--- config.mk ---
export PLATFORM = sky130hd
export DESIGN_NAME = microcode_sequencer
export DESIGN_NICKNAME = d
export VERILOG_FILES = /design/src/rtl/microcode_sequencer.sv
export SDC_FILE = /design/constraint.sdc
export NUM_CORES = 1
export LEC_CHECK = 0
export ABC_CLOCK_PERIOD_IN_PS = 3400
export CAP_MARGIN = 20
export CORE_MARGIN = 2
export CORE_UTILIZATION = 30
export CTS_CLUSTER_DIAMETER = 120
export DETAILED_ROUTE_END_ITERATION = 6
export PLACE_DENSITY = 0.71
export SYNTH_ARGS = -nofsm -noshare
export SYNTH_HDL_FRONTEND = slang
export SYNTH_SLANG_ARGS = --single-unit
--- constraint.sdc ---
create_clock -name clk -period 3.4 [get_ports clk]
set_clock_uncertainty 0.05 [all_clocks]
set_input_delay 0.51 -clock clk [delete_from_list [all_inputs] [get_ports clk]]
set_output_delay 0.51 -clock clk [all_outputs]
set_load 0.05 [all_outputs]
--- src/rtl/microcode_sequencer.sv ---
// microcode_sequencer: free-running micro-PC sequencer that sits between the
// instruction register and the microcode ROM. Each microword carries its own
// next-address control (SEQ/JMP/DISP/END) and a memory-wait hold bit. The
// block also handles interrupt entry at instruction boundaries, fault entry,
// HALT, and a per-instruction step watchdog.
module microcode_sequencer #(
    parameter int             OPW           = 6,
    parameter int             UAW           = 8,
    parameter int             UWW           = 48,
    parameter int             FETCH_ADDR    = 2,
    parameter int             IRQ_ADDR      = 240,
    parameter int             FAULT_ADDR    = 248,
    parameter int             DISPATCH_BASE = 0,
    parameter logic [OPW-1:0] HALT_OPCODE   = OPW'('h3f),
    parameter int             STEP_LIMIT    = 64,
    localparam int            CW            = UWW - 4 - UAW
) (
    input  logic           clk,
    input  logic           reset,
    input  logic [OPW-1:0] opcode_in,
    input  logic [UWW-1:0] uword,
    output logic [UAW-1:0] uaddr,
    output logic [CW-1:0]  ctrl,
    output logic           step_done,
    output logic           instr_end,
    input  logic           cond_in,
    input  logic           mem_ack,
    input  logic           irq,
    output logic           irq_ack,
    input  logic           fault,
    output logic           timeout,
    output logic           halted
);

    localparam int CNTW = $clog2(STEP_LIMIT + 1);

    typedef enum logic {
        ST_RUN,
        ST_HALT
    } state_t;

    typedef enum logic [1:0] {
        SEQ_NEXT = 2'd0,
        SEQ_JMP  = 2'd1,
        SEQ_DISP = 2'd2,
        SEQ_END  = 2'd3
    } seq_t;

    state_t          r_state;
    logic [UAW-1:0]  r_upc;
    logic [CNTW-1:0] r_stepCnt;
    logic            r_irqPend;

    state_t          w_nextState;
    logic [UAW-1:0]  w_nextUpc;
    logic [CNTW-1:0] w_nextCnt;
    logic            w_nextPend;

    seq_t            w_seq;
    logic            w_cond;
    logic            w_wait;
    logic [UAW-1:0]  w_target;
    logic [CW-1:0]   w_ctrlField;
    logic            w_run;
    logic            w_isEnd;
    logic            w_irqTake;
    logic            w_wdFire;
    logic            w_jmpTaken;
    logic [UAW-1:0]  w_upcInc;
    logic [UAW-1:0]  w_dispAddr;

    // Microword field extraction
    assign w_seq       = seq_t'(uword[UWW-1 -: 2]);
    assign w_cond      = uword[UWW-3];
    assign w_wait      = uword[UWW-4];
    assign w_target    = uword[UWW-5 -: UAW];
    assign w_ctrlField = uword[CW-1:0];

    // Step qualification: no strobes while in reset or HALT, fault kills the step
    assign w_run      = (r_state == ST_RUN) && !reset;
    assign step_done  = w_run && !fault && !(w_wait && !mem_ack);
    assign w_isEnd    = (w_seq == SEQ_END);
    assign w_irqTake  = r_irqPend || irq;
    assign instr_end  = step_done && w_isEnd;
    assign irq_ack    = instr_end && w_irqTake;
    assign w_wdFire   = step_done && !w_isEnd && (r_stepCnt == CNTW'(STEP_LIMIT - 1));
    assign timeout    = w_wdFire;
    assign w_jmpTaken = !w_cond || cond_in;
    assign w_upcInc   = r_upc + UAW'(1);
    assign w_dispAddr = UAW'(DISPATCH_BASE) + UAW'(opcode_in);

    assign uaddr  = r_upc;
    assign ctrl   = w_run ? w_ctrlField : '0;
    assign halted = (r_state == ST_HALT);

    // Next-state logic: HALT freezes everything, fault beats watchdog beats sequencing
    always_comb begin
        w_nextState = r_state;
        w_nextUpc   = r_upc;
        w_nextCnt   = r_stepCnt;
        w_nextPend  = w_irqTake;
        if (r_state == ST_HALT) begin
            w_nextState = ST_HALT;
        end else if (fault) begin
            w_nextUpc = UAW'(FAULT_ADDR);
            w_nextCnt = '0;
        end else if (step_done) begin
            if (w_wdFire) begin
                w_nextUpc = UAW'(FAULT_ADDR);
                w_nextCnt = '0;
            end else begin
                if (w_isEnd) begin
                    w_nextCnt = '0;
                end else begin
                    w_nextCnt = r_stepCnt + CNTW'(1);
                end
                case (w_seq)
                    SEQ_NEXT: w_nextUpc = w_upcInc;
                    SEQ_JMP:  w_nextUpc = w_jmpTaken ? w_target : w_upcInc;
                    SEQ_DISP: begin
                        if (opcode_in == HALT_OPCODE) begin
                            w_nextState = ST_HALT;
                        end else begin
                            w_nextUpc = w_dispAddr;
                        end
                    end
                    SEQ_END: begin
                        if (w_irqTake) begin
                            w_nextUpc  = UAW'(IRQ_ADDR);
                            w_nextPend = 1'b0;
                        end else begin
                            w_nextUpc = UAW'(FETCH_ADDR);
                        end
                    end
                    default: w_nextUpc = w_upcInc;
                endcase
            end
        end
    end

    // State register with synchronous reset into RUN at the fetch routine
    always_ff @(posedge clk) begin
        if (reset) begin
            r_state   <= ST_RUN;
            r_upc     <= UAW'(FETCH_ADDR);
            r_stepCnt <= '0;
            r_irqPend <= 1'b0;
        end else begin
            r_state   <= w_nextState;
            r_upc     <= w_nextUpc;
            r_stepCnt <= w_nextCnt;
            r_irqPend <= w_nextPend;
        end
    end

endmodule

* Word-level counts from Yosys, hierarchy flattened
Index checks and enable logic that the tools add are counted.
** Operators by class
- $add $sub $neg :: 2
- Eq/ne operators :: 6
- Multiplexer cells :: 23
- Bitwise gates (word level) :: 1
- Reductions and logical operators :: 20
** Operators with widths (count)
- two-way mux 8 bit :: 6
- two-way mux 36 bit :: 1
- one-hot mux 8 bit (4 select lines) :: 1
- two-way mux 7 bit :: 4
- two-way mux 1 bit :: 11
- adder 8 x 1 -> 8 bit, second input constant :: 1
- logical AND 1 bit :: 8
- adder 7 x 1 -> 7 bit, second input constant :: 1
- equality test 7 x 6 -> 1 bit, second input constant :: 1
- equality test 6 bit, second input constant :: 1
- logical NOT 1 bit :: 6
- equality test 2 bit, second input constant :: 2
- inequality test 4 bit, second input constant :: 1
- AND reduction 3 bit :: 1
- equality test 2 x 1 -> 1 bit, second input constant :: 1
- logical NOT 2 bit :: 1
- logical OR 1 bit :: 2
- AND reduction 2 bit :: 1
- nonzero test 2 bit :: 1
- inverter 1 bit :: 1
** Storage, ports and cells
- Register bits after elaboration :: 17
- Bits of input ports :: 60
- Output and inout port bits :: 49
- Word-level logic and storage cells :: 56

* Longest topological paths before layout
Gate-level depths: netlist of run 1.
- Word-level depth :: 10
- Mapped depth :: 6
- Mapped depth without buffers :: 6

* Worst setup path before layout of run 1
Ideal clock, no wire load.
- Path kind :: flip-flop to output port
- Start :: register r_state (netlist: halted)
- End :: output port irq_ack
- Arrival :: 1.938 ns
- Required time :: 2.840 ns
- Setup slack :: 0.902 ns
- Cell stages (with the launch flop) :: 4
- Buffers on the path :: 0
- Cells stage by stage :: dfxtp_1 -> nor2_2 -> nand3b_2 -> nor3_1
** On the way
- Longest elaborated chain between the ends :: 6
** RTL lines
- start, declared :: line 49 : state_t r_state;
- start signal, assigned :: line 149 : r_state <= w_nextState;
- inverter 1 bit (no line)
- logical AND 1 bit :: line 80 : assign w_run = (r_state == ST_RUN) && !reset;
- logical AND 1 bit (2 in series) :: line 81 : assign step_done = w_run && !fault && !(w_wait && !mem_ack);
- logical AND 1 bit :: line 84 : assign instr_end = step_done && w_isEnd;
- logical AND 1 bit :: line 85 : assign irq_ack = instr_end && w_irqTake;
- end, declared :: line 29 : output logic irq_ack,
No other way between the ends.

* Worst setup path in the final report of run 1
- Start :: input port reset
- End :: output port irq_ack
** On the way
- Longest elaborated chain between the ends :: 6
** RTL lines
- start, declared :: line 19 : input logic reset,
- logical NOT 1 bit :: line 80
- logical AND 1 bit :: line 80
- logical AND 1 bit (2 in series) :: line 81
- logical AND 1 bit :: line 84
- logical AND 1 bit :: line 85
No other way between the ends.

==> flow_summary.toml, run 1 <==
[run_status]
run_status = "complete, no violations"

[setup_path]
worstPathCellList = "clkdlybuf4s50_1, nor2_2, nand3b_2, nor3_1, buf_12"
ff2ff_path_depth = 6
cp_slowest_stage_delay_ns = 0.60
reg2reg_to = "uaddr[1]$_SDFFE_PP1P_"
crit_fanout = 9
crit_type = "in2out"
cp-start-kind = "input pin"
end_kind = "output pin"
crit_family = "buffers and inverters"
cp_num_buf_inv = 2
reg2reg_slack_ns = 1.50
cp.required_ns = 2.84
cp_slowest_cell = "clkdlybuf4s50_1"
r2r-start = "r_stepCnt[0]$_SDFFE_PP0P_"
crit_arrival_ns = 2.03

[timing]
finalCriticalPeriod_ns = 2.59
final.period_utilization = 0.761
slew_viol_final = 0
hold_viol = 0
slew-limit-headroom = 0.657
rsz0062_at_grt = "no"
fmax_mhz = 387
setup-violations-final = 0
whs_ns = 0.422
setup_slack_ns = 0.813
tns_ns = 0
worst_pin_slew_ns = 0.513

[worst_hold_path]
min-delay-start = "r_stepCnt[6]$_SDFFE_PP0P_"
worst_hold_path_type = "reg2reg"
min_to = "r_stepCnt[6]$_SDFFE_PP0P_"
whs_path_depth = 1

[clock_tree]
cts.htree.levels = 1
cts_tree = "yes"
clock_latency_ns = 0.26
ctsResizeCount = 0
cts_hold_buf = 0
cts_buffers = 3
clockBufferDepth = 2
postCtsSetupBuffers = 0
clock_sinks = 17
cts_root_buf = "clkbuf_8"
path_clk_slew_ns = 0.07

[detailed_routing]
drc = 0
drtIter0Drc = 182
wire_per_inst_um = 15.1
num_vias = 1722
via_per_inst = 5.06
first_pass_iters = 5
totalWireLength_um = 5140
postRouteAntennaNets = 0

[global_route]
antenna_found_initial = 0
grt_usage = 0.198
overflow = 0
grt_max_degree = 38
grt_pass1_wl_um = 7970
grt_pass1_vias = 1712

[synth]
async_flop_share = 0
syn_area_um2 = 1370
synth_seq_area_share = 0.249
ys_ff_latch = 17
synth.net_count = 243
synth-main-ff-cell = "dfxtp_1"
yosysUniqueCellTypes = 45
synth_area_per_cell_um2 = 7.56
synthCells = 181
ys_warn_count = 0
synth_edf_count = 0

[pwr]
vdd_ir_drop_max_uv = 141
power_density_nw_per_um2 = 270
leakage_nw = 1.15
finalPower_uw = 796

[placement]
dpl_cell_area_um2 = 2900
dp_slack_ns = 0.827
dpl.hpwl_um = 4260
port_buffers = 108
place_congestion = 0.846

[cells_and_area]
final_area_um2 = 2950
drive_gt1_frac = 0.201
area_growth_pct = 116
diodes = 0
fin_nets = 351

[floorplanning]
dieWidth_um = 71.5
die_h_um = 71.5
dieArea_um2 = 5110
core_um2 = 4380
initial_core_util = 0.312
pin_count = 109
rows = 24

[flow_run]
max_cap_viol_count = 0
==> synthesized netlist by cell type (3+ instances only) <==
| cell | count | area [µm²] |
|---|---|---|
| a211oi_1 | 3 | 22.5 |
| a21oi_1 | 13 | 65.1 |
| a31oi_1 | 5 | 31.3 |
| and2_1 | 38 | 238 |
| clkbuf_1 | 6 | 22.5 |
| dfxtp_1 | 17 | 340 |
| nand2_1 | 11 | 41.3 |
| nand2b_1 | 6 | 37.5 |
| nand3_1 | 7 | 35.0 |
| nand4_1 | 3 | 18.8 |
| nor2_1 | 13 | 48.8 |
| nor3_1 | 5 | 25.0 |
| o211ai_1 | 3 | 22.5 |
| o21ai_0 | 8 | 40.0 |
| o22a_1 | 3 | 26.3 |
| xor2_1 | 4 | 35.0 |
==> final cells by class <==
class                   count  area (µm²)
clock buffers               4        45.0
fillers                   371        1440
inverters                   4        16.3
multi-input cells         152         978
flip-flops and latches     17         340
well taps                  52        65.1
repair buffers            111        1500
==> cells in the final DEF, fill, tap and decap left out, types with 2 or more instances in the layout <==
cell type / Yosys / layout
a211oi_1: 3 / 3
a21oi_1: 13 / 13
a21oi_2: 2 / 2
a31oi_1: 5 / 5
and2_1: 38 / 38
buf_12: 0 / 40
buf_4: 0 / 3
clkbuf_8: 0 / 3
clkdlybuf4s50_1: 0 / 68
dfxtp_1: 17 / 17
ha_1: 2 / 2
inv_1: 2 / 2
mux2i_1: 2 / 2
nand2_1: 11 / 11
nand2b_1: 6 / 6
nand3_1: 7 / 7
nand4_1: 3 / 3
nor2_1: 13 / 13
nor3_1: 5 / 5
o211a_1: 2 / 2
o211ai_1: 3 / 3
o21ai_0: 8 / 8
o22a_1: 3 / 3
xnor2_1: 2 / 2
xor2_1: 4 / 4
==> worst max-delay path by stage <==
stage | startpoint | depth (start not counted) | end | slack [ns]
6_report | reset | 5 | irq_ack | 0.81
5_1_grt | uword[46] | 4 | irq_ack | 0.71
4_1_cts | uword[46] | 4 | irq_ack | 0.80
3_5_place_dp | uword[46] | 4 | irq_ack | 0.83
3_3_place_gp | uword[46] | 4 | irq_ack | 0.80
2_1_floorplan | halted$_SDFF_PP0_ | 3 | irq_ack | 0.90
==> cell families after synthesis <==
| logic type | Yosys count | synth area share |
|---|---|---|
| simple gates | 94 | 0.393 |
| compound gates | 48 | 0.252 |
| flops | 17 | 0.249 |
| buf+inv | 12 | 0.0357 |
| xor+xnor | 6 | 0.0384 |
| mux | 2 | 0.0146 |
| fa+ha+maj | 2 | 0.0183 |
==> where the power goes <==
| group | internal, mW | switching (mW) |
|---|---|---|
| Clock | 0.0835 | 0.0765 |
| Combinational | 0.202 | 0.208 |
| Sequential | 0.210 | 0.0149 |
| Total | 0.496 | 0.300 |
==> per-layer routing <==
| metal | GRT usage | up-vias | routed length [µm] |
|---|---|---|---|
| met4 | 0.0629 | 0 | 70 |
| met3 | 0.113 | 7 | 717 |
| met1 | 0.218 | 776 | 1880 |
| met5 | 0 | - | 0 |
| li1 | - | 858 | - |
| met2 | 0.323 | 81 | 2480 |
==> stage by stage <==
step | util | instances
finish | 0.673 | 340
global route | 0.673 | 340
CTS | 0.673 | 340
detailed placement | 0.662 | 336
global placement | 0.662 | 336
floorplan | - | 181
==> registers in the layout, summed over array words and instances (netlist names) <==
name,count
halted,1
r_irqPend,1
r_stepCnt,7
uaddr,8
Power figures use the tool's default switching activity.
==> inputs of run 2 (changes only) <==
--- a/config.mk
+++ b/config.mk
@@ -5,13 +5,13 @@
 export SDC_FILE = /design/constraint.sdc
 export NUM_CORES = 1
 export LEC_CHECK = 0
-export ABC_CLOCK_PERIOD_IN_PS = 3400
+export ABC_CLOCK_PERIOD_IN_PS = 2300
 export CAP_MARGIN = 20
 export CORE_MARGIN = 2
 export CORE_UTILIZATION = 30
 export CTS_CLUSTER_DIAMETER = 120
 export DETAILED_ROUTE_END_ITERATION = 6
-export PLACE_DENSITY = 0.71
+export PLACE_DENSITY = 0.74
 export SYNTH_ARGS = -nofsm -noshare
 export SYNTH_HDL_FRONTEND = slang
 export SYNTH_SLANG_ARGS = --single-unit
==> constraint.sdc (replaced) <==
create_clock -name clk -period 2.3 [get_ports clk]
set_clock_uncertainty 0.05 [all_clocks]
set_input_delay 0.345 -clock clk [delete_from_list [all_inputs] [get_ports clk]]
set_output_delay 0.345 -clock clk [all_outputs]
set_load 0.05 [all_outputs]
==> flow_summary.toml, run 2 (synthesized netlist as in run 1, its figures left out) <==
[clock_tree]
cts_root_buf = "clkbuf_8"
cts_tree = "yes"
path_clk_slew_ns = 0.06
ctsResizeCount = 0
clockBufferDepth = 2
cts_buffers = 3
clock_latency_ns = 0.25
postCtsSetupBuffers = 0
clock_sinks = 17
cts_hold_buf = 0
cts.htree.levels = 1

[timing]
rsz0062_at_grt = "no"
slew_viol_final = 0
whs_ns = 0.409
tns_ns = 0
slew-limit-headroom = 0.659
hold_viol = 0
setup-violations-final = 0
worst_pin_slew_ns = 0.510
fmax_mhz = 467
finalCriticalPeriod_ns = 2.14
final.period_utilization = 0.931

[global_route]
antenna_found_initial = 0
grt_usage = 0.209
overflow = 0
grt_max_degree = 37
grt_pass1_vias = 1850
grt_pass1_wl_um = 8540

[cells_and_area]
largest_register_ff_count = 8
area_growth_pct = 119
mostFrequentLayoutCell = "clkdlybuf4s50_1"
layout_common_cells = "clkdlybuf4s50_1 (68), buf_12 (40), and2_1 (38)"
fillers = 352
regArea_um2 = 340
fin_nets = 357
diodes = 0
drive_gt1_frac = 0.221
multi_input_area_um2 = 983
final_area_um2 = 3000

[detailed_routing]
totalWireLength_um = 5200
via_per_inst = 5.20
postRouteAntennaNets = 0
drc = 0
wire_per_inst_um = 15.0
num_vias = 1798
first_pass_iters = 4
drtIter0Drc = 137

[floorplanning]
dieArea_um2 = 5110
rows = 24
die_h_um = 71.5
core_um2 = 4380
pin_count = 109
dieWidth_um = 71.5
initial_core_util = 0.312

[setup_path]
path_common_cell = "nand2_1"
ff2ff_path_depth = 6
crit_type = "in2out"
cp_slowest_cell = "clkdlybuf4s50_1"
end_kind = "output pin"
r2r-start = "r_stepCnt[0]$_SDFFE_PP0P_"
setup.worst_path.start = "uword[46]"
crit_arrival_ns = 1.75
worstPathCellList = "clkdlybuf4s50_1, nand2_1, nand2_1, nor2_1, buf_12"
cp_slowest_stage_delay_ns = 0.52
reg2reg_to = "uaddr[1]$_SDFFE_PP1P_"
cp-start-kind = "input pin"
reg2reg_slack_ns = 0.44
crit_fanout = 8
cp.required_ns = 1.90

[worst_hold_path]
worst_hold_path_type = "reg2reg"
min_to = "r_stepCnt[6]$_SDFFE_PP0P_"
whs_path_depth = 1
min-delay-start = "r_stepCnt[6]$_SDFFE_PP0P_"

[pwr]
comb_power_share = 0.528
switching_share = 0.367
p_clk_frac = 0.186
leakage_nw = 1.18
p_int_uw = 740
pwr-share-seq = 0.286
power_density_nw_per_um2 = 390
vdd_ir_drop_max_uv = 190
switching_power_uw = 429

[flow_run]
max_cap_viol_count = 0

[placement]
dpl_cell_area_um2 = 2950
place_congestion = 0.950
dpl.hpwl_um = 4390
port_buffers = 108

[run_status]
run_status = "complete, no violations"
==> run 2: cell count changes in the layout (fill, tap and decap cells not counted) <==
| cell | change |
|---|---|
| nor3_1 | -1 |
| nor3_2 | +1 |
| buf_4 | +6 |
==> run 2: worst max-delay path by stage <==
stage	end	slack, ns
floorplan	timeout	0.30
global placement	uaddr[6]$_SDFFE_PP0P_	0.16
detailed placement	uaddr[6]$_SDFFE_PP0P_	0.14
CTS	timeout	0.15
global route	timeout	0.07
finish	timeout	0.16
==> run 2: final cells by class <==
type	count	share of cell area
sequential	17	0.113
clock buffer	4	0.0150
inverter	4	0.00542
tap	52	0.0217
timing repair buffer	117	0.516
multi-input combinational	152	0.328
==> run 2: routing by layer <==
layer / vias up / GRT usage / wire [µm]
met3: 10 / 0.0844 / 620
li1: 871 / - / -
met5: - / 0 / 0
met1: 821 / 0.236 / 1900
met2: 96 / 0.365 / 2590
met4: 0 / 0.0503 / 92
==> run 2: power by group through the flow <==
| stage | logic [mW] | clock network [mW] | registers (mW) |
|---|---|---|---|
| 2_1_floorplan | 0.244 | 0 | 0.383 |
| 3_3_place_gp | 0.613 | 0 | 0.338 |
| 3_5_place_dp | 0.619 | 0 | 0.340 |
| 4_1_cts | 0.621 | 0.220 | 0.333 |
| 5_1_grt | 0.651 | 0.231 | 0.336 |
| 6_report | 0.618 | 0.217 | 0.334 |
==> run 2: per-stage QoR <==
step	util	power (mW)	cells	worst slack, ns
floorplan	-	0.626	181	0.303
CTS	0.684	1.17	346	0.152
finish	0.684	1.17	346	0.158
detailed placement	0.674	0.958	342	0.140
global route	0.684	1.22	346	0.0681
global placement	0.674	0.951	342	0.164
==> run 2: worst max-delay path: cells and delay by family <==
| family | cells | cell delay, ns |
|---|---|---|
| buffers and inverters | 2 | 0.70 |
| AND/OR/NAND/NOR | 3 | 0.71 |
